`config.mk`:
```
export PLATFORM = sky130hd
export DESIGN_NAME = fifo_wr_arb
export DESIGN_NICKNAME = d
export VERILOG_FILES = /design/src/rtl/fifo_pkg.sv /design/src/rtl/rr_pick.sv /design/src/rtl/fifo_wr_arb.sv
export SDC_FILE = /design/constraint.sdc
export NUM_CORES = 1
export LEC_CHECK = 0
export CAP_MARGIN = 20
export CORE_ASPECT_RATIO = 1.2
export CORE_MARGIN = 2
export CORE_UTILIZATION = 38
export CTS_CLUSTER_DIAMETER = 60
export CTS_CLUSTER_SIZE = 25
export DETAILED_ROUTE_END_ITERATION = 16
export GPL_ROUTABILITY_DRIVEN = 0
export GPL_TIMING_DRIVEN = 0
export HOLD_SLACK_MARGIN = 0.08
export PLACE_DENSITY = 0.85
export SETUP_SLACK_MARGIN = 0.5
export SYNTH_ARGS = -nofsm -noshare
export SYNTH_HDL_FRONTEND = slang
export SYNTH_HIERARCHICAL = 1
export SYNTH_SLANG_ARGS = --single-unit
export TNS_END_PERCENT = 1
```
`constraint.sdc`:
```
create_clock -name clk -period 2.1 [get_ports clk]
set_input_delay 0.525 -clock clk [delete_from_list [all_inputs] [get_ports clk]]
set_output_delay 0.525 -clock clk [all_outputs]
set_load 0.02 [all_outputs]
```
`src/rtl/fifo_pkg.sv`:
```
// fifo_pkg: shared types and defaults for the FIFO write-side logic.
// No ports. Provides the arbiter state enumeration and the default burst length.
package fifo_pkg;
    typedef enum logic {IDLE = 1'b0, GRANT = 1'b1} arb_state_t;
    localparam int MAX_BURST_DEF = 4;
endpackage

```
`src/rtl/rr_pick.sv`:
```
// rr_pick: combinational round-robin winner among four requesters.
// Ports: req    - request vector
//        rr_ptr - highest-priority requester index
//        grant  - one-hot winner, zero when no request is pending
module rr_pick (
    input  logic [3:0] req,
    input  logic [1:0] rr_ptr,
    output logic [3:0] grant
);
    logic [3:0] rot;
    logic [1:0] off;
    logic [1:0] idx;
    // Rotate so the requester at rr_ptr lands in bit 0, then take the lowest set bit.
    assign rot   = 4'({req, req} >> rr_ptr);
    assign off   = rot[0] ? 2'd0 : rot[1] ? 2'd1 : rot[2] ? 2'd2 : 2'd3;
    assign idx   = rr_ptr + off;
    assign grant = |req ? 4'b0001 << idx : 4'b0000;
endmodule

```
`src/rtl/fifo_wr_arb.sv`:
```
// fifo_wr_arb: round-robin burst arbiter feeding four requesters into one FIFO write port.
// Ports: clk, reset (async, active-low)
//        req/req_data - per-requester beat valid and packed data (lane i at [i*DW +: DW])
//        ack          - one-hot beat accept
//        fifo_full    - FIFO back-pressure; fifo_write_e/fifo_data - FIFO write port
//        busy         - a grant is active; owner - current grant holder (0 when idle)
module fifo_wr_arb
    import fifo_pkg::*;
#(
    parameter int DW        = 8,
    parameter int NREQ      = 4,
    parameter int MAX_BURST = MAX_BURST_DEF
) (
    input  logic               clk,
    input  logic               reset,
    input  logic [NREQ-1:0]    req,
    input  logic [NREQ*DW-1:0] req_data,
    output logic [NREQ-1:0]    ack,
    input  logic               fifo_full,
    output logic               fifo_write_e,
    output logic [DW-1:0]      fifo_data,
    output logic               busy,
    output logic [1:0]         owner
);
    arb_state_t state, state_nx;
    logic [1:0] owner_nx, rr_ptr, rr_ptr_nx, pick_idx;
    logic [2:0] burst_cnt, burst_cnt_nx;
    logic [3:0] pick;
    logic       beat;

    rr_pick u_rr_pick (
        .req   (req),
        .rr_ptr(rr_ptr),
        .grant (pick)
    );

    assign pick_idx     = {pick[3] | pick[2], pick[3] | pick[1]};
    assign beat         = state == GRANT && req[owner] && !fifo_full;
    assign ack          = beat ? NREQ'(1) << owner : '0;
    assign fifo_write_e = |ack;
    // Forced to zero while reset is held so nothing stale reaches the FIFO bus.
    assign fifo_data    = reset ? req_data[owner*DW +: DW] : '0;
    assign busy         = state == GRANT;

    always_comb begin
        state_nx     = state;
        owner_nx     = owner;
        rr_ptr_nx    = rr_ptr;
        burst_cnt_nx = burst_cnt;
        if (state == IDLE) begin
            if (|req) begin
                state_nx     = GRANT;
                owner_nx     = pick_idx;
                burst_cnt_nx = '0;
            end
        end else begin
            burst_cnt_nx = beat ? burst_cnt + 3'd1 : burst_cnt;
            // A stalled grant only ends if its owner withdraws.
            if ((beat && burst_cnt == 3'(MAX_BURST - 1)) || !req[owner]) begin
                state_nx  = IDLE;
                owner_nx  = '0;
                rr_ptr_nx = owner + 2'd1;
            end
        end
    end

    always_ff @(posedge clk or negedge reset) begin
        if (!reset) begin
            state     <= IDLE;
            owner     <= '0;
            rr_ptr    <= '0;
            burst_cnt <= '0;
        end else begin
            state     <= state_nx;
            owner     <= owner_nx;
            rr_ptr    <= rr_ptr_nx;
            burst_cnt <= burst_cnt_nx;
        end
    end
endmodule

```
=== Yosys cells after proc, flatten, opt, wreduce, memory -nomap -nowiden ===
Index checks and enable logic that the tools add are counted.
W data, S select, Z words.

* Magnitude comparators: 1
* Equality and inequality tests: 3
* $add $sub $neg: 3
* Reduce and logical (&&, ||, !) cells: 12
* Shift operators: 4
* Bitwise gates (word level): 2
* Muxes and demuxes: 17

{| class="wikitable"
|+ Operator list
! cell !! count
|-
| $shiftx A32 B6 Y8 || 1
|-
| $mux W2 || 5
|-
| $mux W3 || 3
|-
| $mux W4 || 2
|-
| $mux W8 || 1
|-
| $reduce_or A4 Y1 || 2
|-
| $shl A1 B2 Y4 const A || 2
|-
| $shr A8 B2 Y3 || 1
|-
| $reduce_and A2 Y1 || 3
|-
| $mux W1 || 5
|-
| $ne A2 B1 Y1 const B || 2
|-
| $add A3 B1 Y3 const B || 1
|-
| $eq A3 B2 Y1 const B || 1
|-
| $logic_and A1 B1 Y1 || 3
|-
| $lt A2 B3 Y1 const B || 1
|-
| $add A2 B1 Y2 const B || 1
|-
| $add A2 B2 Y2 || 1
|-
| $bmux W1 S2 || 1
|-
| $logic_not A1 Y1 || 2
|-
| $or A1 B1 Y1 || 2
|-
| $reduce_bool A2 Y1 || 1
|-
| $logic_or A1 B1 Y1 || 1
|}

* Bits in registers: 8
* Bits of input ports: 39

=== Depth between registers and ports, before layout ===
Gate-level depths: netlist of the first run.

* Depth after elaboration: 10
* Mapped depth: 9

=== Modules after synthesis ===
Netlist of the first run, hierarchy kept.

{| class="wikitable"
|+ Modules (own cells, without submodules)
! module !! times used !! area each (um2) !! cells an instance
|-
| fifo_wr_arb || 1 || 797.0 || 71
|-
| rr_pick || 1 || 180.2 || 28
|}

=== Worst setup path after synthesis of the first run ===
OpenSTA, ideal clock, no wires.

* Path type: register to output
* From: reg owner[0]
* To: out fifo_data[0]
* Path slack: -0.008 ns
* Arrival time: 1.583 ns
* Buffers on the path: 1
* Required time: 1.575 ns
* Stages on the path, launching flop included: 4
* Path through: dfrtp_1 > buf_2 > mux4_2 > and2_1

* Cells in the longest elaborated chain, start to end: 2

{| class="wikitable"
|+ RTL lines
! item !! RTL line !! text
|-
| start, declared || fifo_wr_arb.sv:23 || <nowiki>output logic [1:0] owner</nowiki>
|-
| start signal, assigned || fifo_wr_arb.sv:75 || <nowiki>owner <= owner_nx;</nowiki>
|-
| $shiftx A32 B6 Y8 || fifo_wr_arb.sv:42 || <nowiki>assign fifo_data = reset ? req_data[owner*DW +: DW] : '0;</nowiki>
|-
| $mux W8 || fifo_wr_arb.sv:42 ||
|-
| end, declared || fifo_wr_arb.sv:21 || <nowiki>output logic [DW-1:0] fifo_data,</nowiki>
|}

Every way passes these cells.

=== Worst setup path after layout of the first run ===
* From: reg owner[1]
* To: out fifo_write_e

* Cells in the longest elaborated chain, start to end: 6

{| class="wikitable"
|+ RTL lines
! item !! RTL line !! text
|-
| $bmux W1 S2 || fifo_wr_arb.sv:38 || <nowiki>assign beat = state == GRANT && req[owner] && !fifo_full;</nowiki>
|-
| $mux W1 (implied by the code) || fifo_wr_arb.sv:38 ||
|-
| $logic_and A1 B1 Y1 (2 in series) || fifo_wr_arb.sv:38 ||
|-
| $mux W4 (*) || fifo_wr_arb.sv:39 || <nowiki>assign ack = beat ? NREQ'(1) << owner : '0;</nowiki>
|-
| $reduce_or A4 Y1 (*) || fifo_wr_arb.sv:40 || <nowiki>assign fifo_write_e = |ack;</nowiki>
|-
| end, declared || fifo_wr_arb.sv:20 || <nowiki>output logic fifo_write_e,</nowiki>
|}

Mark *: on every way between the ends. The rest lies on a longest branch, timed or not. The select of a mux whose other input is x is not followed.

==> results of run 1 <==
==> layer usage <==
metal	vias to the layer above	GRT usage, %	routed length (um)	share of wire, %
li1	502	-	-	-
met5	-	0	0	0
met2	73	37.8	1590	49
met4	0	5.56	86	2.7
met1	514	24.4	1200	37
met3	14	6.82	371	11
==> placed cells by master, fill, tap and decap left out, types with 3 or more instances in the layout <==
master           instances
a21oi_1                  7
inv_1                    6
nor2_1                   4
o21ai_1                  3
clkbuf_4                 3
nor4_1                   3
mux4_2                   8
buf_6                    9
and2_4                   6
nand2_1                  6
dfrtp_2                  4
ha_1                     5
dlymetal6s2s_1           3
dfrtp_1                  4
buf_4                    6
buf_2                    9
and2_1                   6
clkdlybuf4s50_1         29
o21ai_0                  4
==> stage by stage <==
| stage | instances | power [W] |
|---|---|---|
| 2_1_floorplan | 98 | 0.000980 |
| 3_3_place_gp | 185 | 0.00128 |
| 3_5_place_dp | 185 | 0.00132 |
| 4_1_cts | 194 | 0.00152 |
| 5_1_grt | 195 | 0.00173 |
| 6_report | 195 | 0.00163 |
==> final cells by class <==
class / instances / area [um^2] / area share (%)
clock buffers: 4 / 26.3 / 1.56
well taps: 33 / 41.3 / 2.46
repair buffers: 60 / 552 / 32.8
plain buffers: 2 / 36.3 / 2.16
flip-flops and latches: 8 / 205 / 12.2
inverters: 6 / 22.5 / 1.34
multi-input cells: 82 / 798 / 47.5
==> worst max-delay path, stage by stage (launching register included) <==
cell       delay [ns]
dfrtp_2          0.44
clkbuf_16        0.19
inv_1            0.09
ha_1             0.22
o41a_4           0.43
buf_6            0.14
==> sequential cells by signal, summed over array words and instances (netlist names) <==
| name | count |
|---|---|
| owner | 2 |
| busy | 1 |
| burst_cnt | 3 |
| rr_ptr | 2 |
==> where the power goes <==
part           switching [W]  internal, W  total, W
Sequential         0.0000874     0.000220  0.000308
Clock              0.0000583    0.0000728  0.000131
Combinational       0.000566     0.000627   0.00119
==> repair_timing <==
action                     4_1_cts  5_1_grt
buffers inserted                 5        1
cloned                           0        0
pin swaps                        6        6
resized for setup               98       18
hold endpoints to repair         0        0
setup endpoints to repair       24       21
==> path summary, 6_finish.rpt <==
check / start / end / slack, ns / cells past startpoint
min in group clk: burst_cnt[0] / burst_cnt[0] / 0.51 / 1
worst min register to register: burst_cnt[0] / burst_cnt[0] / 0.51 / 1
max in group asynchronous: reset / busy / 1.29 / 1
worst max register to register: rr_ptr[1] / owner[1] / 0.08 / 9
worst max-delay path: owner[1] / fifo_write_e / -0.20 / 5
worst min-delay path: reset / owner[1] / 0.37 / 1
==> results.tsv, run 1 <==
metric	value	unit
clk_pin_slew_worst_paths	0.07	ns
cts-root-buf	clkbuf_4	
final_nets	209	
dieHeight	59.4	um
final-setup-viol-count	13	
slew_headroom	54.9	%
dp.final_hpwl	2330	um
clock-sinks	8	
wl_per_cell	16.6	um
syn_inst	98	
final_area	1680	um^2
htree_levels	1	
timing.final.ws_setup	-0.198	ns
fin_tns_setup	-1.86	ns
max_slew.worst_pin.slew	0.671	ns
finalClockSkew	0.0202	ns
drt-total-wl	3240	um
core_area	2480	um^2
fin_crit	2.30	ns
grt_pass1_vias	1033	
clk_path_buf_depth	2	
endpoint_kind	output port	
area_delta_synth_final	73.0	%
hold_viol_final	0	
start_util	39.2	%
arrival	1.77	ns
leakagePower	0.711	nW
rsz0062_at_grt	yes	
fmax	0.435	GHz
rows	20	
holdWs	0.367	ns
drv_slew	0	
final_core_util	67.9	%
io_buffer_count	54	
hp-class	in -> async	
clkLatencyLatePin	0.26	ns
avgSynthCellArea	9.92	um^2
synth_fp_nets	144	
maxCapViolCount	0	
vias	1103	
drc	0	
num_io_pins	55	
path_max_fanout	10	
synth_area	972	um^2
postCtsHoldBufs	0	
die-area	2980	um^2
pwr_density_cell	971	nW/um^2
grt_max_degree	17	
cts_tree	done	
n_fill_cell	172	
drt_iter0_markers	40	
dr.pass1.iters	4	
worstSetupPathType	reg -> out	
startpoint_type	flop	
ir_worst_vdd	539	uV
finalCritPeriodShare	109	%
cts_buffers	3	
die_w	50.2	um
drtAntennaViolNets	0	
antenna_found_initial	0	
pre_cts_ws	-0.897	ns
yosys_warnings	6	
worstPathRequired	1.57	ns
final_layout_size_suffix_gt1_share	41.4	%
grt_pass1_wl	4820	um
viasPerCell	5.66	
overflow	0	
num_antenna_cells	0	
placed_cell_area	1580	um^2
grt_usage	21.2	%
outcome	finished with violations	
violations	negative setup slack	
(Power assumes the default switching activity.)
==> run 2: changes to the inputs <==
--- a/config.mk
+++ b/config.mk
@@ -13,7 +13,6 @@
 export CTS_CLUSTER_SIZE = 25
 export DETAILED_ROUTE_END_ITERATION = 16
 export GPL_ROUTABILITY_DRIVEN = 0
-export GPL_TIMING_DRIVEN = 0
 export HOLD_SLACK_MARGIN = 0.08
 export PLACE_DENSITY = 0.85
 export SETUP_SLACK_MARGIN = 0.5
==> run 2 against run 1 <==
  * The run still ends with negative setup slack left
  * Largest cell class unchanged
  * Die area unchanged
  * Global-route usage up 2.9 points
  * Hold slack better by 0.13 ns
  * Routed wire length up 36%
  * Sequential share of layout area down 1.7 points
  * Sequential power up 2%
  * Maximum frequency up 2.5%
==> results.tsv, run 2 (synthesis results as in run 1) <==
metric	value	unit
outcome	finished with violations	
violations	negative setup slack	
finalCritPeriodShare	107	%
io_buffer_count	54	
leakagePower	0.874	nW
power.internal	0.00111	W
power	0.00194	W
largest_register_ffs	3	
dr.pass1.iters	4	
power_frac_seq	16.2	%
area_delta_synth_final	100	%
core_area	2480	um^2
timing.rr.end	owner[1]	
viasPerCell	5.62	
regMostFlops	burst_cnt	
dieHeight	59.4	um
multi_input_area	877	um^2
slew_headroom	70.7	%
p_sw_share	42.8	%
wl_per_cell	20.3	um
final_layout_size_suffix_gt1_share	57.6	%
mostFrequentLayoutCell	dlygate4sd2_1	
n_fill_cell	127	
ir_worst_vdd	643	uV
placed_cell_area	1710	um^2
drtAntennaViolNets	0	
endpoint_kind	output port	
drt-total-wl	4400	um
rsz0062_at_grt	yes	
worstSetupPathType	reg -> out	
htree_levels	1	
max_stage_delay	0.55	ns
hp-class	reg -> reg	
cts-root-buf	clkbuf_4	
cts_buffers	3	
num_antenna_cells	0	
reg.largest.list	burst_cnt x3, owner x2, rr_ptr x2	
dp.final_hpwl	2700	um
grt_pass1_vias	1223	
power_switching	0.000832	W
hold_viol_final	0	
fmax	0.446	GHz
rrSetupSlack	0.09	ns
arrival	1.72	ns
critPathSlowestCell	mux4_2	
drv_slew	0	
die_w	50.2	um
startpoint_type	flop	
power_frac_clock	7.0	%
cts_tree	done	
maxCapViolCount	0	
rows	20	
r2r_cells	9	
clk_path_buf_depth	2	
overflow	0	
fin_cells	217	
antenna_found_initial	0	
final_nets	231	
worstPathCellList	buf_8 -> mux4_2 -> and2_4 -> buf_6	
grt_usage	24.1	%
path_max_fanout	9	
clk_pin_slew_worst_paths	0.06	ns
pwr-share-comb	76.8	%
final_core_util	78.5	%
postCtsHoldBufs	0	
worstPathRequired	1.57	ns
regArea	205	um^2
clock-sinks	8	
grt_max_degree	11	
crit_start	owner[0]	
final-setup-viol-count	13	
final_area	1950	um^2
pwr_density_cell	998	nW/um^2
clkLatencyLatePin	0.27	ns
max_slew.worst_pin.slew	0.436	ns
start_util	39.2	%
dp.cells	204	
fin_crit	2.24	ns
regToRegStartpoint	rr_ptr[1]	
finalClockSkew	0.0112	ns
die-area	2980	um^2
drc	0	
drt_iter0_markers	34	
vias	1219	
final_cell_mix	33 x dlygate4sd2_1, 21 x buf_4, 21 x buf_6, 12 x and2_4, 8 x mux4_2	
num_io_pins	55	
grt_pass1_wl	5380	um
timing.final.ws_setup	-0.142	ns
critPathCapture	fifo_data[2]	
## run 2: cell count changes in the layout (fill, tap and decap cells not counted), moves of 6 or more
cell             change
buf_2                -8
buf_6               +12
and2_4               +6
buf_4               +15
and2_1               -6
dlygate4sd2_1       +31
clkdlybuf4s50_1     -28
## run 2: area by class of cell
type	count	area share, %
inverter	6	1.16
timing repair buffer	84	39.7
multi-input combinational	82	45.1
tap	33	2.12
sequential	8	10.5
clock buffer	4	1.35
## run 2: timing repair
action                                  4_1_cts  5_1_grt
gates resized for setup                     157       33
endpoints found under the setup margin       23       22
buffers inserted                              3        6
pin swaps                                    10       13
## run 2: layer usage
metal  wire length, um  vias up  GRT usage, %
li1                  -      542             -
met1              1650      595          23.4
met2              2270       69          48.9
met3               341       13          4.29
met4               130        0          9.92
met5                 0        -             0
## run 2: worst min path at each step
stage	from	to	slack, ns	cells past startpoint
2_1_floorplan	reset	burst_cnt[0]	0.23	0
3_3_place_gp	burst_cnt[0]	burst_cnt[0]	0.47	1
3_5_place_dp	burst_cnt[0]	burst_cnt[0]	0.49	1
4_1_cts	burst_cnt[0]	burst_cnt[0]	0.50	1
5_1_grt	burst_cnt[0]	burst_cnt[0]	0.52	1
6_report	burst_cnt[0]	burst_cnt[0]	0.50	1
## run 2: power by group through the flow
stage               Combinational (W)  Clock, W  Sequential (W)
CTS                           0.00127  0.000138        0.000297
global placement              0.00111         0        0.000283
finish                        0.00149  0.000137        0.000314
global route                  0.00157  0.000147        0.000319
detailed placement            0.00116         0        0.000289
floorplan                    0.000667         0        0.000314
## run 2: through the flow
step	worst slack, ns	setup TNS [ns]	hold WS (ns)
2_1_floorplan	0.175	0	0.229
3_3_place_gp	-0.760	-8.81	0.467
3_5_place_dp	-0.816	-9.51	0.494
4_1_cts	-0.0870	-0.920	0.501
5_1_grt	-0.149	-1.47	0.517
6_report	-0.142	-1.14	0.499
## run 2: critical path: cells and delay by family, from the launching register on
kind                   cells  cell delay (ns)
multiplexers               1             0.55
buffers and inverters      2             0.28
AND/OR/NAND/NOR            1             0.19
flip-flops                 1             0.41
